[src/rtl/pipe_controller_v2.sv]
// Control unit for a 5-stage RV32I pipeline: decode in D, E/M/W control registers, branch resolution in E.
// Optional macro CTRL_PERF_EN adds retired-instruction and taken-branch/jump counters.
module pipe_controller_v2 #(
   parameter int unsigned ACW   = 4,
   parameter int unsigned CNT_W = 32
) (
   input  logic           clk,
   input  logic           reset,
   input  logic [6:0]     opD,
   input  logic [2:0]     funct3D,
   input  logic           funct7b5D,
   input  logic           validD,
   output logic [2:0]     immsrcD,
   output logic           illegalD,
   input  logic           stallE,
   input  logic           flushE,
   input  logic           flushM,
   input  logic           zeroE,
   input  logic           ltE,
   input  logic           ltuE,
   output logic [1:0]     pcsrcE,
   output logic [ACW-1:0] alucontrolE,
   output logic           alusrcaE,
   output logic           alusrcbE,
   output logic           resultsrcEb0,
   output logic           memwriteM,
   output logic [2:0]     funct3M,
   output logic           regwriteM,
   output logic           regwriteW,
`ifdef CTRL_PERF_EN
   output logic [CNT_W-1:0] instretW,
   output logic [CNT_W-1:0] brtakenE,
`endif
   output logic [1:0]     resultsrcW
);

   localparam logic [3:0] ALU_ADD  = 4'd0;
   localparam logic [3:0] ALU_SUB  = 4'd1;
   localparam logic [3:0] ALU_AND  = 4'd2;
   localparam logic [3:0] ALU_OR   = 4'd3;
   localparam logic [3:0] ALU_XOR  = 4'd4;
   localparam logic [3:0] ALU_SLT  = 4'd5;
   localparam logic [3:0] ALU_SLTU = 4'd6;
   localparam logic [3:0] ALU_SLL  = 4'd7;
   localparam logic [3:0] ALU_SRL  = 4'd8;
   localparam logic [3:0] ALU_SRA  = 4'd9;
   localparam logic [3:0] ALU_PASSB = 4'd10;

   if (ACW < 4) begin : g_acw_check
      $error("ACW must be at least 4");
   end
   if (CNT_W < 1) begin : g_cnt_check
      $error("CNT_W must be at least 1");
   end

   logic       regwrite_d, memwrite_d, branch_d, jump_d, jalr_d;
   logic       alusrca_d, alusrcb_d, legal_d;
   logic [1:0] resultsrc_d;
   logic [3:0] alu_d, alu_f3_d;

   logic       regwriteE, memwriteE, jumpE, jalrE, branchE, validE;
   logic [1:0] resultsrcE, resultsrcM;
   logic [2:0] funct3E;
   logic       taken_e;

   // R/I-type arithmetic selection; funct7b5 picks sub (R only) and sra
   always_comb begin
      alu_f3_d = ALU_ADD;
      case (funct3D)
         3'b000:  alu_f3_d = (funct7b5D && opD == 7'b0110011) ? ALU_SUB : ALU_ADD;
         3'b001:  alu_f3_d = ALU_SLL;
         3'b010:  alu_f3_d = ALU_SLT;
         3'b011:  alu_f3_d = ALU_SLTU;
         3'b100:  alu_f3_d = ALU_XOR;
         3'b101:  alu_f3_d = funct7b5D ? ALU_SRA : ALU_SRL;
         3'b110:  alu_f3_d = ALU_OR;
         default: alu_f3_d = ALU_AND;
      endcase
   end

   always_comb begin
      regwrite_d  = 1'b0;
      memwrite_d  = 1'b0;
      branch_d    = 1'b0;
      jump_d      = 1'b0;
      jalr_d      = 1'b0;
      alusrca_d   = 1'b0;
      alusrcb_d   = 1'b0;
      resultsrc_d = 2'b00;
      immsrcD     = 3'b000;
      alu_d       = ALU_ADD;
      legal_d     = 1'b1;
      case (opD)
         7'b0000011: begin regwrite_d = 1'b1; resultsrc_d = 2'b01; alusrcb_d = 1'b1; end
         7'b0100011: begin memwrite_d = 1'b1; alusrcb_d = 1'b1; immsrcD = 3'b001; end
         7'b0110011: begin regwrite_d = 1'b1; alu_d = alu_f3_d; end
         7'b0010011: begin regwrite_d = 1'b1; alusrcb_d = 1'b1; alu_d = alu_f3_d; end
         7'b1100011: begin branch_d = 1'b1; immsrcD = 3'b010; alu_d = ALU_SUB; end
         7'b1101111: begin regwrite_d = 1'b1; jump_d = 1'b1; resultsrc_d = 2'b10; immsrcD = 3'b011; end
         7'b1100111: begin regwrite_d = 1'b1; jalr_d = 1'b1; resultsrc_d = 2'b10; alusrcb_d = 1'b1; end
         7'b0110111: begin regwrite_d = 1'b1; immsrcD = 3'b100; alu_d = ALU_PASSB; end
         7'b0010111: begin regwrite_d = 1'b1; alusrca_d = 1'b1; alusrcb_d = 1'b1; immsrcD = 3'b100; end
         default:    legal_d = 1'b0;
      endcase
   end

   assign illegalD = validD & ~legal_d;

`ifdef CTRL_PERF_EN
   logic illegalE, validM, illegalM, validW, illegalW;
`endif

   // E register: reset > flushE > stallE > load; bubbles in D never write, branch or jump
   always_ff @(posedge clk) begin
      if (reset || flushE) begin
         regwriteE   <= 1'b0;
         resultsrcE  <= 2'b00;
         memwriteE   <= 1'b0;
         jumpE       <= 1'b0;
         jalrE       <= 1'b0;
         branchE     <= 1'b0;
         alucontrolE <= '0;
         alusrcaE    <= 1'b0;
         alusrcbE    <= 1'b0;
         funct3E     <= 3'b000;
         validE      <= 1'b0;
`ifdef CTRL_PERF_EN
         illegalE    <= 1'b0;
`endif
      end else if (!stallE) begin
         regwriteE   <= regwrite_d & validD;
         resultsrcE  <= resultsrc_d;
         memwriteE   <= memwrite_d & validD;
         jumpE       <= jump_d & validD;
         jalrE       <= jalr_d & validD;
         branchE     <= branch_d & validD;
         alucontrolE <= ACW'(alu_d);
         alusrcaE    <= alusrca_d;
         alusrcbE    <= alusrcb_d;
         funct3E     <= funct3D;
         validE      <= validD;
`ifdef CTRL_PERF_EN
         illegalE    <= illegalD;
`endif
      end
   end

   assign resultsrcEb0 = resultsrcE[0];

   always_comb begin
      taken_e = 1'b0;
      case (funct3E)
         3'b000:  taken_e = zeroE;
         3'b001:  taken_e = ~zeroE;
         3'b100:  taken_e = ltE;
         3'b101:  taken_e = ~ltE;
         3'b110:  taken_e = ltuE;
         3'b111:  taken_e = ~ltuE;
         default: taken_e = 1'b0;
      endcase
   end

   always_comb begin
      pcsrcE = 2'b00;
      if (validE && jalrE)
         pcsrcE = 2'b10;
      else if (validE && (jumpE || (branchE && taken_e)))
         pcsrcE = 2'b01;
   end

   // M register advances even while E is stalled
   always_ff @(posedge clk) begin
      if (reset || flushM) begin
         regwriteM  <= 1'b0;
         resultsrcM <= 2'b00;
         memwriteM  <= 1'b0;
         funct3M    <= 3'b000;
`ifdef CTRL_PERF_EN
         validM     <= 1'b0;
         illegalM   <= 1'b0;
`endif
      end else begin
         regwriteM  <= regwriteE;
         resultsrcM <= resultsrcE;
         memwriteM  <= memwriteE;
         funct3M    <= funct3E;
`ifdef CTRL_PERF_EN
         validM     <= validE;
         illegalM   <= illegalE;
`endif
      end
   end

   always_ff @(posedge clk) begin
      if (reset) begin
         regwriteW  <= 1'b0;
         resultsrcW <= 2'b00;
`ifdef CTRL_PERF_EN
         validW     <= 1'b0;
         illegalW   <= 1'b0;
`endif
      end else begin
         regwriteW  <= regwriteM;
         resultsrcW <= resultsrcM;
`ifdef CTRL_PERF_EN
         validW     <= validM;
         illegalW   <= illegalM;
`endif
      end
   end

`ifdef CTRL_PERF_EN
   // Free-running wrap-around counters
   always_ff @(posedge clk) begin
      if (reset) begin
         instretW <= '0;
         brtakenE <= '0;
      end else begin
         if (validW && !illegalW)
            instretW <= instretW + CNT_W'(1);
         if (validE && !stallE && pcsrcE != 2'b00)
            brtakenE <= brtakenE + CNT_W'(1);
      end
   end
`endif

endmodule

[config.mk]
export PLATFORM = sky130hd
export DESIGN_NAME = pipe_controller_v2
export DESIGN_NICKNAME = d
export VERILOG_FILES = /design/src/rtl/pipe_controller_v2.sv
export SDC_FILE = /design/constraint.sdc
export NUM_CORES = 1
export LEC_CHECK = 0
export BUFFER_PORTS_ARGS = -buffer_cell sky130_fd_sc_hd__buf_2
export CORE_MARGIN = 8
export CORE_UTILIZATION = 52
export DETAILED_ROUTE_END_ITERATION = 16
export HOLD_SLACK_MARGIN = 0.02
export PLACE_DENSITY = 0.84
export SYNTH_ARGS = -nofsm -noshare
export SYNTH_HDL_FRONTEND = slang
export SYNTH_SLANG_ARGS = --single-unit
[constraint.sdc]
create_clock -name clk -period 2.45 [get_ports clk]
set_input_delay 0.1225 -clock clk [delete_from_list [all_inputs] [get_ports clk]]
set_output_delay 0.1225 -clock clk [all_outputs]
set_load 0.02 [all_outputs]
-- Word level (Yosys, flattened, before mapping)
Cells that the tools add are included.
W data, S select, Z words.
- add/sub/neg operators: 0
- $mul: 0
- div/mod/pow operators: 0
- $lt $le $gt $ge: 0
- equal/unequal tests: 20
- shift-type cells: 0
- muxes and demuxes: 17
- bitwise operators: 10
- reduce and logical (&&, ||, !) cells: 15
- operators by type and width (kind ; number):
    $pmux W4 S7 ; 1
    $eq A3 B3 Y1 const B ; 7
    $eq A7 B6 Y1 const B ; 3
    $eq A7 B7 Y1 const B ; 3
    $eq A7 B5 Y1 const B ; 2
    $pmux W3 S4 ; 1
    $pmux W4 S3 ; 1
    $mux W1 ; 11
    $reduce_or A9 Y1 ; 1
    $eq A7 B2 Y1 const B ; 1
    $reduce_or A7 Y1 ; 1
    $and A1 B1 Y1 ; 6
    $eq A3 B1 Y1 const B ; 2
    $eq A3 B2 Y1 const B ; 2
    $logic_not A3 Y1 ; 2
    $pmux W1 S6 ; 1
    $reduce_or A2 Y1 ; 3
    $reduce_or A5 Y1 ; 1
    $logic_and A1 B1 Y1 ; 4
    $not A1 Y1 ; 4
    $pmux W2 S2 ; 1
    $logic_or A1 B1 Y1 ; 3
    $mux W2 ; 1
- bits in registers: 27
- bits in latches: 0
- bits in writable memories: 0
- bits in read-only memories: 0
- output and inout bits: 21
- logic and storage cells: 79
- memories: 0

-- Logic depth before layout (Yosys ltp)
- depth in word-level cells: 7
- mapped depth: 5

-- Worst setup path before layout
No wires, ideal clock.
- path kind: register -> output
- from: register funct3E[1]
- to: output port pcsrcE[0]
- arrival: 1427 ps
- required time: 2328 ps
- path slack: 901 ps
- stages on the path, launching flop included: 5
- buffers on the path: 0
- cell sequence: dfxtp_1 -> mux2i_1 -> nor3b_1 -> a2111oi_0 -> nor4b_1
- word-level cells in the longest chain between the ends: 7
- elaborated cells on any way between the ends: 12
- RTL lines (what ; RTL line ; RTL):
    from (decl) ; 63 ; logic [2:0] funct3E;
    from (signal assigned) ; 140 ; funct3E <= funct3D;
    $eq A3 B3 Y1 (tied with other cells) ; 152 ; case (funct3E)
    $pmux W1 S6 (*) ; 152 ;
    $logic_and A1 B1 Y1 (*) ; 167 ; else if (validE && (jumpE || (branchE && taken_e)))
    $logic_or A1 B1 Y1 (*) ; 167 ;
    $logic_and A1 B1 Y1 (*) ; 167 ;
    $mux W1 (*) ; 167 ;
    $mux W2 (*) ; 165 ; if (validE && jalrE)
    to (decl) ; 21 ; output logic [1:0] pcsrcE,
Mark *: on every way between the ends. The rest lies on a longest branch, timed or not.

-- Final worst setup path
Ends and elaborated chain as after synthesis.

==> flow_summary.json <==
{
  "run_status": "finished clean",
  "design.final.nets": 190,
  "whs_ps": 102,
  "grt_max_degree": 26,
  "setup_violations": 0,
  "clk_latency_ps": 320,
  "port_buffers": 40,
  "die_area_um2": 4030,
  "synth_top_area_share_pct": 46.1,
  "worst_clock_skew_ps": 3.03,
  "post_synth_inst_count": 132,
  "clock_path_buffers": 2,
  "min_path_cells": 3,
  "final.min_clock_period_ps": 1810,
  "start_util_pct": 54.1,
  "critical_path_class": "flop to output pin",
  "ff2ff_path_depth": 3,
  "finalHoldViolations": 0,
  "final-max-slew-violation-count": 0,
  "crit_path_max_fanout": 4,
  "postRouteWirelength_um": 2700,
  "yosysWarningCount": 0,
  "placedCellCount": 192,
  "number_of_sinks_driven_by_the_clock_tree": 27,
  "power_leakage_nw": 0.631,
  "dieWidth_um": 63.5,
  "post_cts_buffers": 0,
  "drc": 0,
  "synth.area.mux_share_pct": 6.08,
  "timing.slew.headroom_pct": 59.2,
  "post-place-ws_ps": 888,
  "layout.cells.non_filler": 197,
  "overall_global_routing_usage_pct": 13.5,
  "antenna_nets_post_route": 0,
  "max-vdd-ir-drop_uv": 385,
  "worst_r2r_startpoint": "alucontrolE[0]",
  "grt_overflow": 0,
  "synth_area_leaders": "sky130_fd_sc_hd__dfxtp_1 46%, sky130_fd_sc_hd__nor2_1 5.8%, sky130_fd_sc_hd__mux2i_1 5.1%, sky130_fd_sc_hd__and2_1 4.8%, sky130_fd_sc_hd__nand3_1 3.0%",
  "num_vias": 1096,
  "flow.area_growth_from_synthesis_pct": 20.6,
  "synth_compound_gate_area_share_pct": 13.2,
  "htree_levels": 1,
  "yosys.area.top_type": "sky130_fd_sc_hd__dfxtp_1",
  "synth_edf_count": 0,
  "first_pass_iters": 4,
  "setup.reg_to_reg.worst_slack_ps": 1630,
  "power_density_nw_per_um2": 505,
  "ioPinCount": 41,
  "cp-start-kind": "flop",
  "async_flop_share_pct": 0,
  "clock_input_transition_at_the_sequential_cells_of_the_worst_setup_and_hold_paths_ps": 130,
  "worst_pin_slew_ps": 604,
  "post_layout_instance_area_um2": 1420,
  "total_power_uw": 714,
  "period_share_pct": 73.8,
  "core-area_um2": 2170,
  "synth_cell_type_count": 38,
  "yosys.area_share.xor_xnor_pct": 1.49,
  "synth_adder_area_share_pct": 0,
  "post_route_cells_drive_above_1_share_pct": 27.8,
  "final_worst_path_setup_slack_ps": 641,
  "cts_tree": "yes",
  "routed_wire_length_per_instance_um": 13.7,
  "ys_ff_latch": 27,
  "dr.first_iter.drc_count": 12,
  "route.detailed.vias_per_inst": 5.56,
  "dp.final_hpwl_um": 2130,
  "rsz0062_at_grt": "false",
  "finalSetupTns_ps": 0,
  "initial_antenna_violation_count": 0,
  "synthesis.area_per_instance_um2": 8.89,
  "cts_buffers": 3,
  "fin_util_pct": 65.2,
  "synth_simple_gate_area_share_pct": 30.2,
  "detailed_place.area_um2": 1380,
  "max_cap_violations": 0,
  "core.rowCount": 17,
  "grt_pass1_vias": 1103,
  "worst_ep_required_time_ps": 2330,
  "max_clock_freq_mhz": 553,
  "synth_area_um2": 1170,
  "yosysSeqAreaShare_pct": 46.1,
  "wire_length_of_the_first_global_routing_pass_um": 4660,
  "dominantRegCellSynth": "sky130_fd_sc_hd__dfxtp_1",
  "min-delay-path-class": "input port to flop",
  "die_y_um": 63.5,
  "synth_top_family_by_area": "simple AND/OR/NAND/NOR gates",
  "root_buffer_cell": "sky130_fd_sc_hd__clkbuf_4",
  "cts-resized-gates": 0,
  "data_arrival_time_at_the_worst_slack_endpoint_ps": 1690,
  "rr_endpoint": "alucontrolE[0]",
  "hold-path-endpoint": "funct3E[1]",
  "min_from": "funct3D[1]",
  "place_congestion": 0.860,
  "critical_path.endpoint_type": "output pin",
  "insertedDiodeCount": 0,
  "synth_nets": 152
}
==> critical path, stage by stage, from the launching register on <==
cell                        delay [ps]
sky130_fd_sc_hd__dfxtp_1           410
sky130_fd_sc_hd__mux2i_1           240
sky130_fd_sc_hd__nor3b_1            70
sky130_fd_sc_hd__a2111oi_0         380
sky130_fd_sc_hd__nor4b_1            90
sky130_fd_sc_hd__buf_2             180
==> synthesized netlist by cell type, drive strengths merged (2+ instances only) <==
master and count:
a22oi 2, nor2 18, nor2b 5, clkbuf 6
mux2i 6, nor4b 2, o31ai 2, buf 2
dfxtp 27, and3 2, nand2 8, o41ai 2
nor3 3, a21oi 4, nor4bb 2, nand3 7
o21ai 6, and2 9
==> placed cells by master, fill, tap and decap left out, drive strengths merged, types with 3 or more instances in the layout <==
| master | count |
|---|---|
| nor3 | 3 |
| and2 | 9 |
| nand3 | 7 |
| buf | 40 |
| nand2 | 8 |
| o21ai | 6 |
| dfxtp | 27 |
| mux2i | 6 |
| a21oi | 4 |
| nor2b | 5 |
| clkbuf | 3 |
| nor2 | 18 |
==> cell families after synthesis <==
logic type / after synthesis
AO/OA/AOI/OAI: 23
XOR/XNOR: 2
buffers and inverters: 9
flip-flops: 27
multiplexers: 7
AND/OR/NAND/NOR: 64
==> where the power goes <==
| group | switching (mW) | total (mW) | internal, mW |
|---|---|---|---|
| logic | 0.0492 | 0.0824 | 0.0332 |
| registers | 0.00269 | 0.445 | 0.442 |
| clock network | 0.125 | 0.187 | 0.0612 |
| total | 0.177 | 0.714 | 0.537 |
==> final cells by class <==
class / count / area, µm²
fillers: 209 / 754
clock buffers: 3 / 22.5
well taps: 28 / 35.0
clock inverters: 1 / 5.00
flip-flops and latches: 27 / 541
repair buffers: 41 / 210
inverters: 1 / 3.75
multi-input cells: 96 / 598
==> repair_timing <==
action                     CTS  global route
hold buffers                 1             0
setup endpoints to repair    0             0
hold endpoints to repair     3             0
==> worst max-delay path by stage <==
stage                          end        from  depth (start not counted)  slack (ps)
floorplan                pcsrcE[0]  funct3E[1]                          4         900
global placement    alucontrolE[2]      opD[3]                          5         930
detailed placement  alucontrolE[2]      opD[3]                          5         890
CTS                      pcsrcE[0]  funct3E[1]                          5         600
global route             pcsrcE[0]  funct3E[1]                          5         510
finish                   pcsrcE[0]  funct3E[1]                          5         640
==> routing by layer <==
metal,track usage [%],vias up,share of wire [%],wire (µm)
met5,0,-,0,0
met1,14.0,515,42,1120
met2,24.3,33,50,1360
li1,-,542,-,-
met3,3.89,6,5.8,157
met4,5.85,0,2.2,59
==> flip-flops by register name, indices dropped and copies added, names as in the netlist, 2 cells and up <==
register	flops
alucontrolE	4
funct3E	3
funct3M	3
resultsrcE	2
resultsrcM	2
resultsrcW	2
Note: power is estimated with default switching activity, not from simulation.
